==> src/rtl/cpu6_fetchq_pkg.sv <==
// Shared defaults for the cpu6 decoupled fetch unit.
package cpu6_fetchq_pkg;

  localparam int unsigned CPU6_XLEN         = 32;
  localparam int unsigned CPU6_FETCHQ_DEPTH = 4;
  localparam logic [CPU6_XLEN-1:0] CPU6_RESET_PC = '0;
  localparam int unsigned CPU6_INSTR_BYTES  = 4;

endpackage

==> src/rtl/cpu6_fetchq_buf.sv <==
// Prefetch queue storage: DEPTH entries of {pc, instr}, synchronous write,
// combinational read, cleared on reset.
module cpu6_fetchq_buf
  import cpu6_fetchq_pkg::*;
#(
  parameter int unsigned XLEN  = CPU6_XLEN,
  parameter int unsigned DEPTH = CPU6_FETCHQ_DEPTH,
  parameter int unsigned AW    = $clog2(DEPTH)
) (
  input  logic              clk,
  input  logic              reset,
  input  logic              wr_en,
  input  logic [AW-1:0]     wr_ptr,
  input  logic [2*XLEN-1:0] wr_data,
  input  logic [AW-1:0]     rd_ptr,
  output logic [2*XLEN-1:0] rd_data
);

  logic [2*XLEN-1:0] mem_q [DEPTH];
  logic [2*XLEN-1:0] mem_d [DEPTH];

  always_comb begin
    mem_d = mem_q;
    if (wr_en) begin
      mem_d[wr_ptr] = wr_data;
    end
  end

  always_ff @(posedge clk) begin
    if (reset) begin
      mem_q <= '{default: '0};
    end else begin
      mem_q <= mem_d;
    end
  end

  assign rd_data = mem_q[rd_ptr];

endmodule

==> src/rtl/cpu6_fetchq.sv <==
// Decoupled instruction fetch: PC generator with credit-based issue into a
// DEPTH-entry prefetch queue, drained by decode, flushed by redirect.
module cpu6_fetchq
  import cpu6_fetchq_pkg::*;
#(
  parameter int unsigned XLEN = CPU6_XLEN,
  parameter int unsigned DEPTH = CPU6_FETCHQ_DEPTH,
  parameter logic [XLEN-1:0] RESET_PC = XLEN'(CPU6_RESET_PC)
) (
  input  logic            clk,
  input  logic            reset,
  output logic            imem_en,
  output logic [XLEN-1:0] imem_addr,
  input  logic [XLEN-1:0] imem_rdata,
  input  logic            redirect,
  input  logic [XLEN-1:0] redirect_pc,
  output logic            out_valid,
  input  logic            out_ready,
  output logic [XLEN-1:0] out_pc,
  output logic [XLEN-1:0] out_instr
);

  localparam int unsigned AW = $clog2(DEPTH);

  logic [XLEN-1:0] fetch_pc_q, fetch_pc_d;
  logic [XLEN-1:0] req_pc_q, req_pc_d;
  logic            inflight_q, inflight_d;
  logic [AW-1:0]   rd_ptr_q, rd_ptr_d;
  logic [AW-1:0]   wr_ptr_q, wr_ptr_d;
  logic [AW:0]     count_q, count_d;

  logic            pop;
  logic            push;
  logic [AW+1:0]   occupancy;
  logic [2*XLEN-1:0] head;

  always_comb begin
    out_valid = !reset && (count_q != '0) && !redirect;
    pop       = out_valid && out_ready;
    push      = inflight_q && !redirect;
    // Entries held plus the one still returning, minus the slot freed now.
    occupancy = {1'b0, count_q} + (AW+2)'(inflight_q) - (AW+2)'(pop);
    imem_en   = !reset && (redirect || (occupancy < (AW+2)'(DEPTH)));
    imem_addr = redirect ? redirect_pc : fetch_pc_q;

    fetch_pc_d = fetch_pc_q;
    req_pc_d   = req_pc_q;
    inflight_d = 1'b0;
    rd_ptr_d   = rd_ptr_q;
    wr_ptr_d   = wr_ptr_q;
    count_d    = count_q;

    if (redirect) begin
      fetch_pc_d = redirect_pc + XLEN'(CPU6_INSTR_BYTES);
      req_pc_d   = redirect_pc;
      inflight_d = 1'b1;
      rd_ptr_d   = '0;
      wr_ptr_d   = '0;
      count_d    = '0;
    end else begin
      if (imem_en) begin
        fetch_pc_d = fetch_pc_q + XLEN'(CPU6_INSTR_BYTES);
        req_pc_d   = fetch_pc_q;
        inflight_d = 1'b1;
      end
      if (push) begin
        wr_ptr_d = wr_ptr_q + AW'(1);
      end
      if (pop) begin
        rd_ptr_d = rd_ptr_q + AW'(1);
      end
      count_d = count_q + (AW+1)'(push) - (AW+1)'(pop);
    end
  end

  always_ff @(posedge clk) begin
    if (reset) begin
      fetch_pc_q <= RESET_PC;
      req_pc_q   <= '0;
      inflight_q <= 1'b0;
      rd_ptr_q   <= '0;
      wr_ptr_q   <= '0;
      count_q    <= '0;
    end else begin
      fetch_pc_q <= fetch_pc_d;
      req_pc_q   <= req_pc_d;
      inflight_q <= inflight_d;
      rd_ptr_q   <= rd_ptr_d;
      wr_ptr_q   <= wr_ptr_d;
      count_q    <= count_d;
    end
  end

  cpu6_fetchq_buf #(
    .XLEN  (XLEN),
    .DEPTH (DEPTH),
    .AW    (AW)
  ) u_buf (
    .clk     (clk),
    .reset   (reset),
    .wr_en   (push),
    .wr_ptr  (wr_ptr_q),
    .wr_data ({req_pc_q, imem_rdata}),
    .rd_ptr  (rd_ptr_q),
    .rd_data (head)
  );

  assign out_pc    = head[2*XLEN-1:XLEN];
  assign out_instr = head[XLEN-1:0];

endmodule

==> config.mk <==
export PLATFORM = sky130hd
export DESIGN_NAME = cpu6_fetchq
export DESIGN_NICKNAME = d
export VERILOG_FILES = /design/src/rtl/cpu6_fetchq_pkg.sv /design/src/rtl/cpu6_fetchq_buf.sv /design/src/rtl/cpu6_fetchq.sv
export SDC_FILE = /design/constraint.sdc
export NUM_CORES = 1
export LEC_CHECK = 0
export CAP_MARGIN = 20
export CORE_ASPECT_RATIO = 0.5
export CORE_MARGIN = 2
export CORE_UTILIZATION = 37
export DETAILED_ROUTE_END_ITERATION = 8
export SLEW_MARGIN = 20
export SYNTH_ARGS = -nofsm -noshare
export SYNTH_HDL_FRONTEND = slang
export SYNTH_HIERARCHICAL = 1
export SYNTH_SLANG_ARGS = --single-unit
==> constraint.sdc <==
create_clock -name clk -period 4.15 [get_ports clk]
set_input_delay 0.83 -clock clk [delete_from_list [all_inputs] [get_ports clk]]
set_output_delay 0.83 -clock clk [all_outputs]
set_load 0.01 [all_outputs]
# Word level (Yosys, flattened, before mapping)
# Index checks and enable logic that the tools add are counted.
# totals
register_bits	328
input_bits	68
output_inout_bits	98
word_cells	49
# classes
n_addsub	8
magnitude_cmp	4
muxes	13
bitwise	2
n_reduce_logical	12
# op_table
op	count
256-bit bitwise mux	1
64-bit two-way mux	3
32-bit two-way mux	5
64-bit binary-select mux with 2-bit select	1
64-bit demux with 2-bit select	1
32-bit by 3-bit adder with 32-bit output, second input constant	2
3-bit greater-or-equal comparator, second input constant	2
1-bit logical AND	6
2-bit NOT with 3-bit output	2
2-bit by 1-bit adder with 2-bit output, second input constant	2
3-bit by 1-bit adder with 4-bit output	1
4-bit by 3-bit < comparator with 1-bit output, second input constant	1
4-bit by 1-bit subtractor with 4-bit output	1
3-bit by 1-bit adder with 3-bit output	1
3-bit by 1-bit < comparator with 1-bit output, second input constant	1
3-bit nonzero test	1
3-bit by 1-bit subtractor with 3-bit output	1
1-bit zero test	2
1-bit two-way mux	2
2-bit nonzero test	1
2-bit OR reduction	1
1-bit logical OR	1

# Logic depth before layout (Yosys ltp)
# depth
depth_word	10
ltp_mapped	16
mapped_depth_nobuf	12

# By module
# The synthesis kept the hierarchy.
# modules_own_cells
mod	n_inst	cells_per_inst	area_per_inst_um2	seq_area_each_um2
cpu6_fetchq_buf	1	979	11588.6	5124.9
cpu6_fetchq	1	446	3888.7	1441.4

# Worst setup path before layout
# OpenSTA, ideal clock, no wires.
# synth_path
path_kind	input to output
from	input redirect
to	output imem_en
arrival_ns	3.800
required_ns	3.320
slack_ns	-0.480
stages	15
n_path_buf	4
path_cell_list	buf_6 > or2_2 > clkbuf_1 > a31oi_1 > and2_1 > ha_1 > inv_1 > ha_1 > and3b_1 > or2_2 > a31oi_1 > nor2b_1 > buf_2 > buf_1 > nor2_1
# synth_via
elab_chain_cells	7
# synth_lines
element	line	source
start: declaration	cpu6_fetchq.sv:15	input logic redirect,
1-bit zero test	cpu6_fetchq.sv:38	out_valid = !reset && (count_q != '0) && !redirect;
1-bit logical AND	cpu6_fetchq.sv:38	
via out_valid	cpu6_fetchq.sv:17	output logic out_valid,
1-bit logical AND	cpu6_fetchq.sv:39	pop = out_valid && out_ready;
via pop	cpu6_fetchq.sv:32	logic pop;
4-bit by 1-bit subtractor with 4-bit output	cpu6_fetchq.sv:42	occupancy = {1'b0, count_q} + (AW+2)'(inflight_q) - (AW+2)'(pop);
4-bit by 3-bit < comparator with 1-bit output	cpu6_fetchq.sv:43	imem_en = !reset && (redirect || (occupancy < (AW+2)'(DEPTH)));
1-bit logical OR	cpu6_fetchq.sv:43	
1-bit logical AND	cpu6_fetchq.sv:43	
end: declaration	cpu6_fetchq.sv:12	output logic imem_en,
# The timed path passes the listed nets, and every way through them passes these cells.

# Final worst setup path
# layout_path
from	input redirect
to	output imem_en
# layout_via
elab_chain_cells	7
# layout_lines
element	line
1-bit zero test	cpu6_fetchq.sv:38
1-bit logical AND	cpu6_fetchq.sv:38
1-bit logical AND	cpu6_fetchq.sv:39
via pop	cpu6_fetchq.sv:32
4-bit by 1-bit subtractor with 4-bit output	cpu6_fetchq.sv:42
4-bit by 3-bit < comparator with 1-bit output	cpu6_fetchq.sv:43
1-bit logical OR	cpu6_fetchq.sv:43
1-bit logical AND	cpu6_fetchq.sv:43
# The timed path passes the listed nets, and every way through them passes these cells.

==> flow_summary.yaml <==
status:
  status: "completed"
global_route:
  grt_use_met3: 0.0287
  grt_pass1_vias: 11368
  track_usage: 0.175
  grt_use_met2: 0.297
  grt_pass1_wl_um: 61600
  grt_max_degree: 305
  gr-max-usage-layer: "met2"
  met1_usage: 0.235
  antenna_found_initial: 0
  grt.overflow.total: 0
logic_synthesis:
  syn-num-nets: 1500
  ys_ff_latch: 328
  async_flop_share: 0
  synth_cell_type_count: 58
  synth-edff-count: 0
  syn_area_mm2: 0.0155
  syn_inst: 1425
  ys.warnings.count: 6
  synth-seq-area-share: 0.424
  ys.flop_type: "dfxtp_1"
  syn_area_per_cell_um2: 10.9
timing:
  finalCritPeriodShare: 0.952
  period_needed_ns: 3.95
  worst_pin_slew_ns: 1.05
  grt_setup_unrepaired: "no"
  setup_viol: 0
  relSlewSlack: 0.300
  skew_ns: 0.0170
  worst_slack_ns: 0.197
  drv_slew: 0
  hold_violations: 0
  clock.fmax_ghz: 0.253
worst_hold_path:
  min_to: "fetch_pc_q[3]$_SDFFE_PP0P_"
  min_from: "fetch_pc_q[3]$_SDFFE_PP0P_"
  whs_path_depth: 2
  hp-class: "flop to flop"
place:
  placed_area_mm2: 0.0176
  place_congestion: 0.790
  port_buffers: 165
  pre_cts_ws_ns: -0.169
  hpwl_um: 24500
clocking:
  numCtsBuffers: 34
  cts.sinks: 328
  hold_buffers: 0
  htreeDepth: 2
  worst_skew_pair.late_latency_ns: 0.51
  cts_buffer_depth: 3
  cts_tree: "done"
  cts.reportedPaths.clkPinSlew_ns: 0.06
  cts-root-buf: "clkbuf_16"
worst_setup_path:
  r2r_slack_ns: 1.27
  critPathLaunchType: "primary input"
  end_kind: "primary output"
  worst_ep_required_time_ns: 3.32
  rr_worst_depth: 14
  crit_type: "primary input to primary output"
  reg2reg_to: "fetch_pc_q[8]$_SDFFE_PP0P_"
  path_max_fanout: 2
  r2r-start: "count_q[1]$_SDFF_PP0_"
  worstPathArrival_ns: 3.12
floorplanning:
  die-area_mm2: 0.0436
  die_width_um: 293
  die_y_um: 149
  row_count: 52
  coreArea_mm2: 0.0409
  floorplan.initialDensity: 0.379
  io_pins: 166
route:
  drc: 0
  vias: 10524
  dr.pass1.iters: 4
  drt-initial-drc-count: 591
  postRouteAntennaNets: 0
  totalWireLength_um: 38200
  viasPerCell: 4.99
  wire_per_inst_um: 18.1
cells_and_area:
  finalInstanceArea_mm2: 0.0187
  syn_to_final_growth_pct: 20.7
  nFillCells: 3721
  layout.nets: 1622
  multiInputGateArea_mm2: 0.00829
  drive_above_1_share: 0.123
  num_antenna_cells: 0
  ff_latch_area_mm2: 0.00657
power:
  p_per_area_mw_per_mm2: 378
  ir_drop_mv: 0.243
  p_leak_nw: 7.82
run:
  cap_violations: 0
## logic make-up after synthesis
group                    Yosys count  synth area share
buffers and inverters            130            0.0447
AO/OA/AOI/OAI                     72            0.0370
flip-flops                       328             0.424
multiplexers                     352             0.281
adder cells (fa/ha/maj)            7           0.00614
AND/OR/NAND/NOR                  506             0.190
XOR/XNOR                          30            0.0170
## Yosys cell counts, types with 2 or more instances
cell type	instances	area [um^2]
a211oi_1	40	300
a211oi_2	4	50.1
a21oi_1	5	25.0
a22oi_1	2	15.0
a31oi_1	4	25.0
and2_1	3	18.8
and3_1	2	12.5
and3b_1	2	17.5
buf_1	3	11.3
buf_2	22	110
buf_4	20	150
buf_6	4	45.0
clkbuf_1	49	184
clkbuf_8	6	82.6
dfxtp_1	328	6570
ha_1	6	75.1
inv_1	25	93.8
mux2_2	17	191
mux2i_1	269	2690
mux2i_2	2	27.5
mux4_2	64	1440
nand2_1	30	113
nand2b_1	322	2010
nand3_1	13	65.1
nand3_2	2	20.0
nand3b_1	6	45.0
nand4_1	3	18.8
nand4b_1	3	26.3
nor2_1	85	319
nor2b_1	5	31.3
nor3_1	16	80.1
nor4b_2	2	30.0
o21ai_0	5	25.0
o22ai_1	3	18.8
or2_2	2	12.5
xnor2_1	20	175
xor2_1	10	87.6
## critical path, stage by stage
cell	delay, ns
buf_2	0.12
or2_2	0.34
a31oi_4	0.15
and2_4	0.16
ha_1	0.13
inv_1	0.04
ha_1	0.25
and3b_1	0.20
or2_2	0.31
a31oi_4	0.15
nor2b_2	0.19
nor2_1	0.07
clkbuf_2	0.17
## how the worst max path moves through the flow
stage | cells after the start | start | end | slack, ns
6_report | 13 | redirect | imem_en | 0.20
5_1_grt | 13 | redirect | imem_en | 0.1
4_1_cts | 13 | redirect | imem_en | 0.02
3_5_place_dp | 13 | redirect | imem_en | -0.17
3_3_place_gp | 13 | redirect | imem_en | -0.17
2_1_floorplan | 15 | redirect | imem_en | 0.005
## layer usage
metal  wire length [um]  part of all wire  vias to the layer above
li1                   -                 -                     5150
met1              18100              0.47                     5210
met2              18500              0.48                      114
met3               1000             0.026                       50
met4                602             0.016                        0
met5                  0                 0                        -
## placed cells by master (no fill, tap or decap), types with 3 or more instances in the layout
cell type,netlist,layout
a21oi_1,5,5
o21ai_0,5,5
a211oi_2,4,4
nand3b_1,6,6
xnor2_1,20,20
nand4_1,3,3
nand3_1,13,12
buf_12,0,9
mux2i_1,269,269
clkdlybuf4s50_1,0,162
dfxtp_1,328,326
nor3_1,16,16
xor2_1,10,10
clkinv_2,0,5
a211oi_1,40,40
nor2b_1,5,4
nand2_1,30,30
mux4_2,64,64
clkbuf_1,49,8
nand4b_1,3,3
o22ai_1,3,3
mux2_2,17,17
clkbuf_16,0,35
buf_4,20,17
clkbuf_8,6,8
nor2_1,85,85
nand2b_1,322,321
inv_1,25,25
ha_1,6,6
## sequential cells by signal (all words and copies together) (netlist names)
name	count
req_pc_q	32
inflight_q	1
rd_ptr_q	2
u_buf/mem_q	256
wr_ptr_q	2
count_q	3
fetch_pc_q	32
## repair_timing
action,4_1_cts,5_1_grt
resized for setup,1,3
setup endpoints to repair,1,1
pin swaps,0,0
setup buffers,0,0
## area by class of cell
type / count / area share
multi-input cells: 967 / 0.444
flip-flops and latches: 328 / 0.352
repair buffers: 191 / 0.105
clock buffers: 50 / 0.0537
well taps: 540 / 0.0362
inverters: 25 / 0.00502
clock inverters: 10 / 0.00469
## where the power goes
part           internal, mW  switching [mW]  leakage, nW
logic                 0.374           0.345         4.62
clock network          1.74            1.29        0.534
registers              3.24          0.0682         2.67
## through the flow
stage	hold WS [ns]	power (mW)	std cells	TNS, ns	utilization
floorplan	0.431	3.78	1425	0	-
global placement	0.442	4.08	2051	-0.167	0.431
detailed placement	0.448	4.10	2051	-0.169	0.431
CTS	0.455	7.16	2111	0	0.457
global route	0.482	7.36	2111	0	0.457
finish	0.455	7.06	2111	0	0.457
Note: power is estimated with default switching activity, not from simulation.
